===== src/rtl/mem_copy_engine_if.sv =====
`default_nettype none
// ============================================================================
// Module   : mem_copy_engine_if
// Brief    : Command and memory-bus bundle for the copy/fill engine.
// Revision : 1.0 - initial release
// ============================================================================
interface mem_copy_engine_if #(
  parameter int W = 32,
  parameter int A = 12
);
  logic         start;
  logic         mode;
  logic [A-1:0] src_addr;
  logic [A-1:0] dst_addr;
  logic [A:0]   len;
  logic [W-1:0] fill_data;
  logic         busy;
  logic         done;
  logic [A-1:0] mem_addr;
  logic         mem_write;
  logic [W-1:0] mem_wdata;
  logic [W-1:0] mem_rdata;

  // Engine side
  modport master (
    input  start, mode, src_addr, dst_addr, len, fill_data, mem_rdata,
    output busy, done, mem_addr, mem_write, mem_wdata
  );

  // Controller / memory side
  modport slave (
    output start, mode, src_addr, dst_addr, len, fill_data, mem_rdata,
    input  busy, done, mem_addr, mem_write, mem_wdata
  );
endinterface
`default_nettype wire


===== src/rtl/mem_copy_engine.sv =====
`default_nettype none
// ============================================================================
// Module   : mem_copy_engine
// Brief    : Word-at-a-time copy / fill initiator for a single-port memory.
// Revision : 1.0 - initial release
// ============================================================================
module mem_copy_engine #(
  parameter int W = 32,
  parameter int A = 12
) (
  input  logic               clk,
  input  logic               rst,
  mem_copy_engine_if.master  bus
);

  typedef enum logic [1:0] {
    S_IDLE  = 2'd0,
    S_READ  = 2'd1,
    S_WRITE = 2'd2,
    S_DONE  = 2'd3
  } state_t;

  state_t       state;
  logic         mode_r;
  logic [A-1:0] src_r;
  logic [A-1:0] dst_r;
  logic [A:0]   len_r;
  logic [A:0]   idx;
  logic         busy_r;
  logic         done_r;
  logic         mem_write_r;
  logic [A-1:0] mem_addr_r;
  logic [W-1:0] mem_wdata_r;

  logic [A:0]   idx_next;
  logic [A-1:0] src_next_addr;
  logic [A-1:0] dst_cur_addr;
  logic [A-1:0] dst_next_addr;
  logic         last_word;

  // Address sums truncate to A bits so walks wrap past the top of memory.
  assign idx_next      = idx + 1'b1;
  assign src_next_addr = src_r + idx_next[A-1:0];
  assign dst_cur_addr  = dst_r + idx[A-1:0];
  assign dst_next_addr = dst_r + idx_next[A-1:0];
  assign last_word     = (idx == (len_r - 1'b1));

  // Memory-facing outputs are all flops, so they are stable for the whole cycle.
  // mem_wdata_r doubles as the copy buffer: READ captures straight into it.
  always_ff @(posedge clk) begin
    if (rst) begin
      state       <= S_IDLE;
      busy_r      <= 1'b0;
      done_r      <= 1'b0;
      mem_write_r <= 1'b0;
      mem_addr_r  <= '0;
      mem_wdata_r <= '0;
      idx         <= '0;
      mode_r      <= 1'b0;
      src_r       <= '0;
      dst_r       <= '0;
      len_r       <= '0;
    end else begin
      case (state)
        S_IDLE: begin
          busy_r      <= 1'b0;
          done_r      <= 1'b0;
          mem_write_r <= 1'b0;
          if (bus.start) begin
            mode_r <= bus.mode;
            src_r  <= bus.src_addr;
            dst_r  <= bus.dst_addr;
            len_r  <= bus.len;
            idx    <= '0;
            busy_r <= 1'b1;
            if (bus.len == '0) begin
              state  <= S_DONE;
              done_r <= 1'b1;
            end else if (bus.mode) begin
              state       <= S_WRITE;
              mem_addr_r  <= bus.dst_addr;
              mem_write_r <= 1'b1;
              mem_wdata_r <= bus.fill_data;
            end else begin
              state      <= S_READ;
              mem_addr_r <= bus.src_addr;
            end
          end
        end

        S_READ: begin
          mem_wdata_r <= bus.mem_rdata;
          mem_addr_r  <= dst_cur_addr;
          mem_write_r <= 1'b1;
          state       <= S_WRITE;
        end

        S_WRITE: begin
          idx <= idx_next;
          if (last_word) begin
            state       <= S_DONE;
            mem_write_r <= 1'b0;
            done_r      <= 1'b1;
          end else if (mode_r) begin
            mem_addr_r <= dst_next_addr;
          end else begin
            state       <= S_READ;
            mem_write_r <= 1'b0;
            mem_addr_r  <= src_next_addr;
          end
        end

        S_DONE: begin
          done_r      <= 1'b0;
          busy_r      <= 1'b0;
          mem_write_r <= 1'b0;
          state       <= S_IDLE;
        end

        default: begin
          state <= S_IDLE;
        end
      endcase
    end
  end

  assign bus.busy      = busy_r;
  assign bus.done      = done_r;
  assign bus.mem_addr  = mem_addr_r;
  assign bus.mem_write = mem_write_r;
  assign bus.mem_wdata = mem_wdata_r;

endmodule
`default_nettype wire

===== src/flat_wrapper.sv =====
// flat-port wrapper written by rule: the top's interface ports become plain ports
module mem_copy_engine_flat 
#(
  parameter int W = 32,
  parameter int A = 12
)
  (clk, rst, bus_start, bus_mode, bus_src_addr, bus_dst_addr, bus_len, bus_fill_data, bus_mem_rdata, bus_busy, bus_done, bus_mem_addr, bus_mem_write, bus_mem_wdata);
  mem_copy_engine_if #(.W(W), .A(A)) bus_i ();
  input  logic clk;
  input  logic rst;
  input wire logic [$bits(bus_i.start)-1:0] bus_start;
  input wire logic [$bits(bus_i.mode)-1:0] bus_mode;
  input wire logic [$bits(bus_i.src_addr)-1:0] bus_src_addr;
  input wire logic [$bits(bus_i.dst_addr)-1:0] bus_dst_addr;
  input wire logic [$bits(bus_i.len)-1:0] bus_len;
  input wire logic [$bits(bus_i.fill_data)-1:0] bus_fill_data;
  input wire logic [$bits(bus_i.mem_rdata)-1:0] bus_mem_rdata;
  output wire logic [$bits(bus_i.busy)-1:0] bus_busy;
  output wire logic [$bits(bus_i.done)-1:0] bus_done;
  output wire logic [$bits(bus_i.mem_addr)-1:0] bus_mem_addr;
  output wire logic [$bits(bus_i.mem_write)-1:0] bus_mem_write;
  output wire logic [$bits(bus_i.mem_wdata)-1:0] bus_mem_wdata;
  assign bus_i.start = bus_start;
  assign bus_i.mode = bus_mode;
  assign bus_i.src_addr = bus_src_addr;
  assign bus_i.dst_addr = bus_dst_addr;
  assign bus_i.len = bus_len;
  assign bus_i.fill_data = bus_fill_data;
  assign bus_i.mem_rdata = bus_mem_rdata;
  assign bus_busy = bus_i.busy;
  assign bus_done = bus_i.done;
  assign bus_mem_addr = bus_i.mem_addr;
  assign bus_mem_write = bus_i.mem_write;
  assign bus_mem_wdata = bus_i.mem_wdata;
  mem_copy_engine #(.W(W), .A(A)) u_core (.clk(clk), .rst(rst), .bus(bus_i));
endmodule

===== config.mk =====
export PLATFORM = sky130hd
export DESIGN_NAME = mem_copy_engine_flat
export DESIGN_NICKNAME = d
export VERILOG_FILES = /design/src/rtl/mem_copy_engine_if.sv /design/src/rtl/mem_copy_engine.sv /design/src/flat_wrapper.sv
export SDC_FILE = /design/constraint.sdc
export NUM_CORES = 1
export LEC_CHECK = 0
export CAP_MARGIN = 5
export CORE_ASPECT_RATIO = 2
export CORE_UTILIZATION = 35
export CTS_CLUSTER_DIAMETER = 30
export CTS_CLUSTER_SIZE = 8
export DETAILED_ROUTE_END_ITERATION = 6
export PLACE_DENSITY = 0.67
export REMOVE_ABC_BUFFERS = 1
export SYNTH_ARGS = -nofsm -noshare
export SYNTH_HDL_FRONTEND = slang
export SYNTH_SLANG_ARGS = --single-unit

===== constraint.sdc =====
create_clock -name clk -period 4.6 [get_ports clk]
set_input_delay 0.92 -clock clk [delete_from_list [all_inputs] [get_ports clk]]
set_output_delay 0.92 -clock clk [all_outputs]
set_load 0.01 [all_outputs]

==> metrics.cfg, run 1 <==
[yosys]
synthCells = 761
ys_async_sr_fraction_pct = 0
netlist_top_cells_count = dfxtp_1 (100), nand2_1 (93), nor2_1 (72)
synth-seq-cells = 100
synth_cell_type_count = 64
synth_simple_gate_area_share_pct = 20.5
synth_fa_ha_area_share_pct = 6.54
netlist_area_sq_um = 6160
synthMuxAreaShare_pct = 10.1
synth_edf_count = 0
ys_warn_count = 0
synth_top_area_cell = dfxtp_1
synth-compound-area-share_pct = 20.0
synth_top_family_by_area = simple AND/OR/NAND/NOR gates
ys.flop_type = dfxtp_1
yosysMostFrequentCell = dfxtp_1
ys_top_cells_by_area = dfxtp_1 (33%), mux2i_1 (7.2%), ha_1 (5.9%)
seq_area_frac_synth_pct = 32.5
synth_top_area_share_pct = 32.5
synth-xor-area-share_pct = 5.83
syn_area_per_cell_sq_um = 8.09

[sta]
clock_skew_ps = 13.6
maxSlewViolCount = 0
period_needed_ps = 3750
rsz0062_at_grt = false
fmax_ghz = 0.267
hold_viol = 0
fin_tns_setup_ps = 0
slew-limit-headroom_pct = 29.0
tightest_slew_ps = 1060
setup_viol = 0
period_share_pct = 81.5

[clock_tree]
cts_tree = done
root_buffer = clkbuf_16
cts_buffer_depth = 2
insertion_delay_ps = 360
cts-resized-gates = 0
ctsHoldBuffers = 0
clk_pin_slew_ps = 70
clkSinkCount = 100
htree_num_levels = 3
cts_setup_buffers = 0
cts_made_buffers = 9

[grt]
grt_pass1_vias = 5872
overflow = 0
grt_max_degree = 65
grt_use_total_pct = 20.4
antenna_found_initial = 0
grt_first_pass_wirelength_mm = 28.6

[power_and_ir_drop]
p_per_area_nw_per_um2 = 454
power.total_mw = 3.66
p_leak_nw = 3.06
ir_worst_vdd_v = 0.000262

[layout]
stdcell_count = 1091
utilization_pct = 46.7
multiInputGateArea_sq_um = 3880
synthToLayoutAreaGrowth_pct = 31.1
regArea_sq_um = 2000
antenna_cells = 0
nets = 1012
fill_cells = 1689
drive_gt1_share_pct = 5.56

[routing]
vias = 5975
wire_per_inst_microns = 16.6
routed_via_density = 5.48
drc = 0
drtIter0Drc = 312
dr.pass1.iters = 5
ant_nets = 0
wirelength_mm = 18.1

[worst_setup_path]
required_ps = 4820
cp-start-kind = register
crit_start = u_core.mode_r
cp_data_arrival_time_ps = 3970
cp-end-kind = register
worstPathMaxFanout = 14
crit_type = reg2reg
r2r_start = u_core.mode_r

[floorplan]
die_w_microns = 95.8
initial_utilization_pct = 35.6
io_pins = 152
die-area_sq_um = 18200
die_h_microns = 190
core_sq_um = 17300
rows = 68

[min_path]
hp-start = u_core.src_r[1]
min_path_type = reg2reg

[flow_run]
drv_cap = 0

[placement]
gp_congestion = 0.898
dp.cells = 1075
dp_hpwl_mm = 13.9
port_buffers = 151

[status]
status = finished, final reports clean

worst max-delay path: stages (launching register included):
cell and delay (ps):
dfxtp_1 870, mux2_2 420, ha_1 210, fa_1 400, a21oi_1 250, o211ai_1 210
o41ai_1 460, o21ai_0 220, xor2_1 180, a221oi_1 260, o32ai_1 130
routing by layer:
layer | up-vias | routed length, microns | global-route usage [%]
met4 | 0 | 1130 | 13.8
li1 | 2966 | - | -
met2 | 182 | 10000 | 38.9
met3 | 60 | 740 | 3.28
met5 | - | 0 | 0
met1 | 2767 | 6160 | 19.0
registers in the layout, indices dropped and copies added (netlist names):
register and flops:
u_core.bus.busy 1, u_core.bus.done 1, u_core.bus.mem_addr 12, u_core.bus.mem_wdata 32, u_core.bus.mem_write 1, u_core.dst_r 12
u_core.idx 13, u_core.len_r 13, u_core.mode_r 1, u_core.src_r 12, u_core.state 2
worst paths after layout:
kind / endpoint / slack [ps] / cells past startpoint
setup reg to reg: u_core.bus.mem_addr[10] / 850 / 10
hold reg to reg: u_core.src_r[1] / 450 / 2
setup / recovery: u_core.bus.mem_addr[10] / 850 / 10
hold / removal: u_core.src_r[1] / 450 / 2
power by group:
group / leakage, nW / total, mW / switching [mW] / internal, mW
registers: 0.821 / 1.21 / 0.148 / 1.06
clock network: 0.137 / 0.788 / 0.359 / 0.428
logic: 2.10 / 1.67 / 0.896 / 0.770
total: 3.06 / 3.66 / 1.40 / 2.26
cell families (layout without fill, tap and decap cells):
family          Yosys count  count (layout)
compound gates          191             191
buf+inv                  71             191
mux                      60              60
xor+xnor                 41              41
simple gates            267             267
flops                   100             100
fa+ha+maj                31              31
layout make-up:
cell class,instances,share of cell area (%)
sequential,100,24.8
clock inverter,6,0.899
inverter,18,0.837
multi-input combinational,590,48.1
tap,210,3.26
timing repair buffer,157,19.3
clock buffer,10,2.84
per-stage QoR:
step	area, sq um	hold slack, ps	setup slack [ps]
6_report	8070	453	849
5_1_grt	8070	473	610
4_1_cts	8070	458	870
3_5_place_dp	7770	447	878
3_3_place_gp	7770	442	825
2_1_floorplan	5950	428	1460
layout by cell type, fill, tap and decap left out, types with 3 or more instances in the layout:
cell type        instances
clkdlybuf4s50_1        150
dfxtp_1                100
nand2_1                 93
nor2_1                  72
a21oi_1                 70
mux2i_1                 44
a211oi_1                39
ha_1                    28
nand3_1                 27
xnor2_1                 21
o21ai_0                 21
xor2_1                  20
inv_1                   18
mux2_2                  16
nor3_1                  13
nor2b_1                 10
a221oi_1                10
a22oi_1                 10
clkbuf_16                9
nand4_1                  8
buf_4                    7
and3_1                   6
nand2b_1                 5
o41ai_1                  5
nor4_1                   4
nor3b_1                  4
or4_1                    4
or3_1                    4
a31oi_1                  4
o22ai_1                  3
a21o_1                   3
o211ai_1                 3
o21bai_1                 3
clkinvlp_4               3
Power figures use the tool's default switching activity.
==> run 2, diff against run 1 <==
==> constraint.sdc (replaced) <==
create_clock -name clk -period 3.7 [get_ports clk]
set_input_delay 0.74 -clock clk [delete_from_list [all_inputs] [get_ports clk]]
set_output_delay 0.74 -clock clk [all_outputs]
set_load 0.01 [all_outputs]
==> run 2 against run 1 <==
Register-to-register slack worse by 490 ps. Hold slack better by 1.5 ps. Sequential share of layout area shrank 0.24 points. Fmax rose by 12%. Final cell count grew 0.92%. Utilization grew 0.52 points. Clock skew increased by 0.55 ps. Power grew 24%. Combinational power up 28%. Non-clock buffer count is 10 higher. Sequential power up 23%. Clock power grew 17%. Largest cell class unchanged.
==> metrics.cfg, run 2 (synthesis gave the netlist of run 1 again) <==
[clock_tree]
clkSinkCount = 100
root_buffer = clkbuf_16
cts_made_buffers = 9
cts_buffer_depth = 2
cts_tree = done
clk_pin_slew_ps = 80
htree_num_levels = 3
cts_setup_buffers = 0
insertion_delay_ps = 350

[floorplan]
io_pins = 152
core_sq_um = 17300
rows = 68
die_h_microns = 190
die_w_microns = 95.8
initial_utilization_pct = 35.6
die-area_sq_um = 18200

[placement]
dp.cells = 1085
port_buffers = 151
place_ws_ps = 240
dpl-instance-area_sq_um = 7870
gp_congestion = 0.885
dp_hpwl_mm = 14.3

[sta]
period_share_pct = 90.2
hold_viol = 0
clock_skew_ps = 14.1
setup_viol = 0
timing.final.ws_setup_ps = 362
rsz0062_at_grt = false
maxSlewViolCount = 0
tightest_slew_ps = 958
slew-limit-headroom_pct = 36.1
period_needed_ps = 3340
fmax_ghz = 0.300
fin_tns_setup_ps = 0

[worst_setup_path]
cp_data_arrival_time_ps = 3590
cp-end-kind = register
cp-start-kind = register
ff2ff_setup_slack_ps = 360
worstPathMaxFanout = 13
required_ps = 3950
crit_type = reg2reg

[routing]
wirelength_mm = 18.1
wire_per_inst_microns = 16.5
ant_nets = 0
dr.pass1.iters = 4
routed_via_density = 5.40
drc = 0
wl_met2_mm = 10.5
vias = 5941
wl_met1_mm = 6.38
drtIter0Drc = 222
highest_layer = met4
wl_met3_microns = 590

[power_and_ir_drop]
ir_worst_vdd_v = 0.000290
p_leak_nw = 3.12
power.total_mw = 4.55
p_per_area_nw_per_um2 = 558

[layout]
antenna_cells = 0
stdcell_count = 1101
largest_reg_flops = 32
synthToLayoutAreaGrowth_pct = 32.6
final_cell_area_sq_um = 8160
layout_common_cells = clkdlybuf4s50_1 (150), dfxtp_1 (98), nand2_1 (93), nor2_1 (71), a21oi_1 (70)
nets = 1022
layout_commonest_cell = clkdlybuf4s50_1
regArea_sq_um = 2000
multiInputGateArea_sq_um = 3890
fill_cells = 1692
drive_gt1_share_pct = 6.96

[grt]
grt_pass1_vias = 5973
grt_max_degree = 65
overflow = 0
grt_first_pass_wirelength_mm = 29.2
grt_use_total_pct = 20.7
antenna_found_initial = 0

[flow_run]
drv_cap = 0

[min_path]
min_path_type = reg2reg

[status]
status = finished, final reports clean

## run 2: cell types whose count changed in the layout (fill, tap and decap cells not counted), sizes merged
cell,change
buf,+10
clkinvlp,-3
inv,+2
bufinv,-1
clkinv,+2
## run 2: worst max-delay path: stages, from the launching register on
cell       delay, ps
dfxtp_1          580
and3_1           230
nand3_1          230
nor2_1           200
xor2_1           210
ha_1             310
and4_1           190
and2_0           160
a2111oi_1        330
buf_4            180
a21oi_1           70
xnor2_1          160
a31oi_1          100
a311oi_1         290
## run 2: through the flow
stage | hold WS [ps] | util [%]
after floorplan | 428 | -
after global placement | 443 | 45.6
after detailed placement | 448 | 45.6
after CTS | 459 | 47.2
after global routing | 480 | 47.2
final | 455 | 47.2
## run 2: timing repair
action,4_1_cts,5_1_grt
hold buffers,0,0
resized for setup,0,5
setup endpoints to repair,0,2
## run 2: power breakdown
| part | switching [mW] | leakage [nW] | internal, mW | total, mW |
|---|---|---|---|---|
| clock | 0.452 | 0.140 | 0.472 | 0.924 |
| combinational | 1.14 | 2.16 | 0.996 | 2.14 |
| sequential | 0.172 | 0.822 | 1.32 | 1.49 |
## run 2: cell type report
cell class / count / share of cell area (%)
Clock buffer: 10 / 2.81
Multi-Input combinational cell: 590 / 47.6
Sequential cell: 100 / 24.6
Timing Repair Buffer: 167 / 20.3
Inverter: 18 / 0.828
Tap cell: 210 / 3.22
Clock inverter: 6 / 0.675
## run 2: final timing paths
path	to	cells after the start	from
hold reg to reg	u_core.src_r[7]	2	u_core.src_r[7]
setup / recovery	u_core.bus.mem_addr[11]	13	u_core.idx[2]
setup reg to reg	u_core.bus.mem_addr[11]	13	u_core.idx[2]
hold / removal	u_core.src_r[7]	2	u_core.src_r[7]
## run 2: routing by layer
metal | global-route usage [%] | vias up
li1 | - | 2984
met5 | 0 | -
met3 | 2.72 | 36
met1 | 19.5 | 2785
met4 | 10.6 | 0
met2 | 41.2 | 136
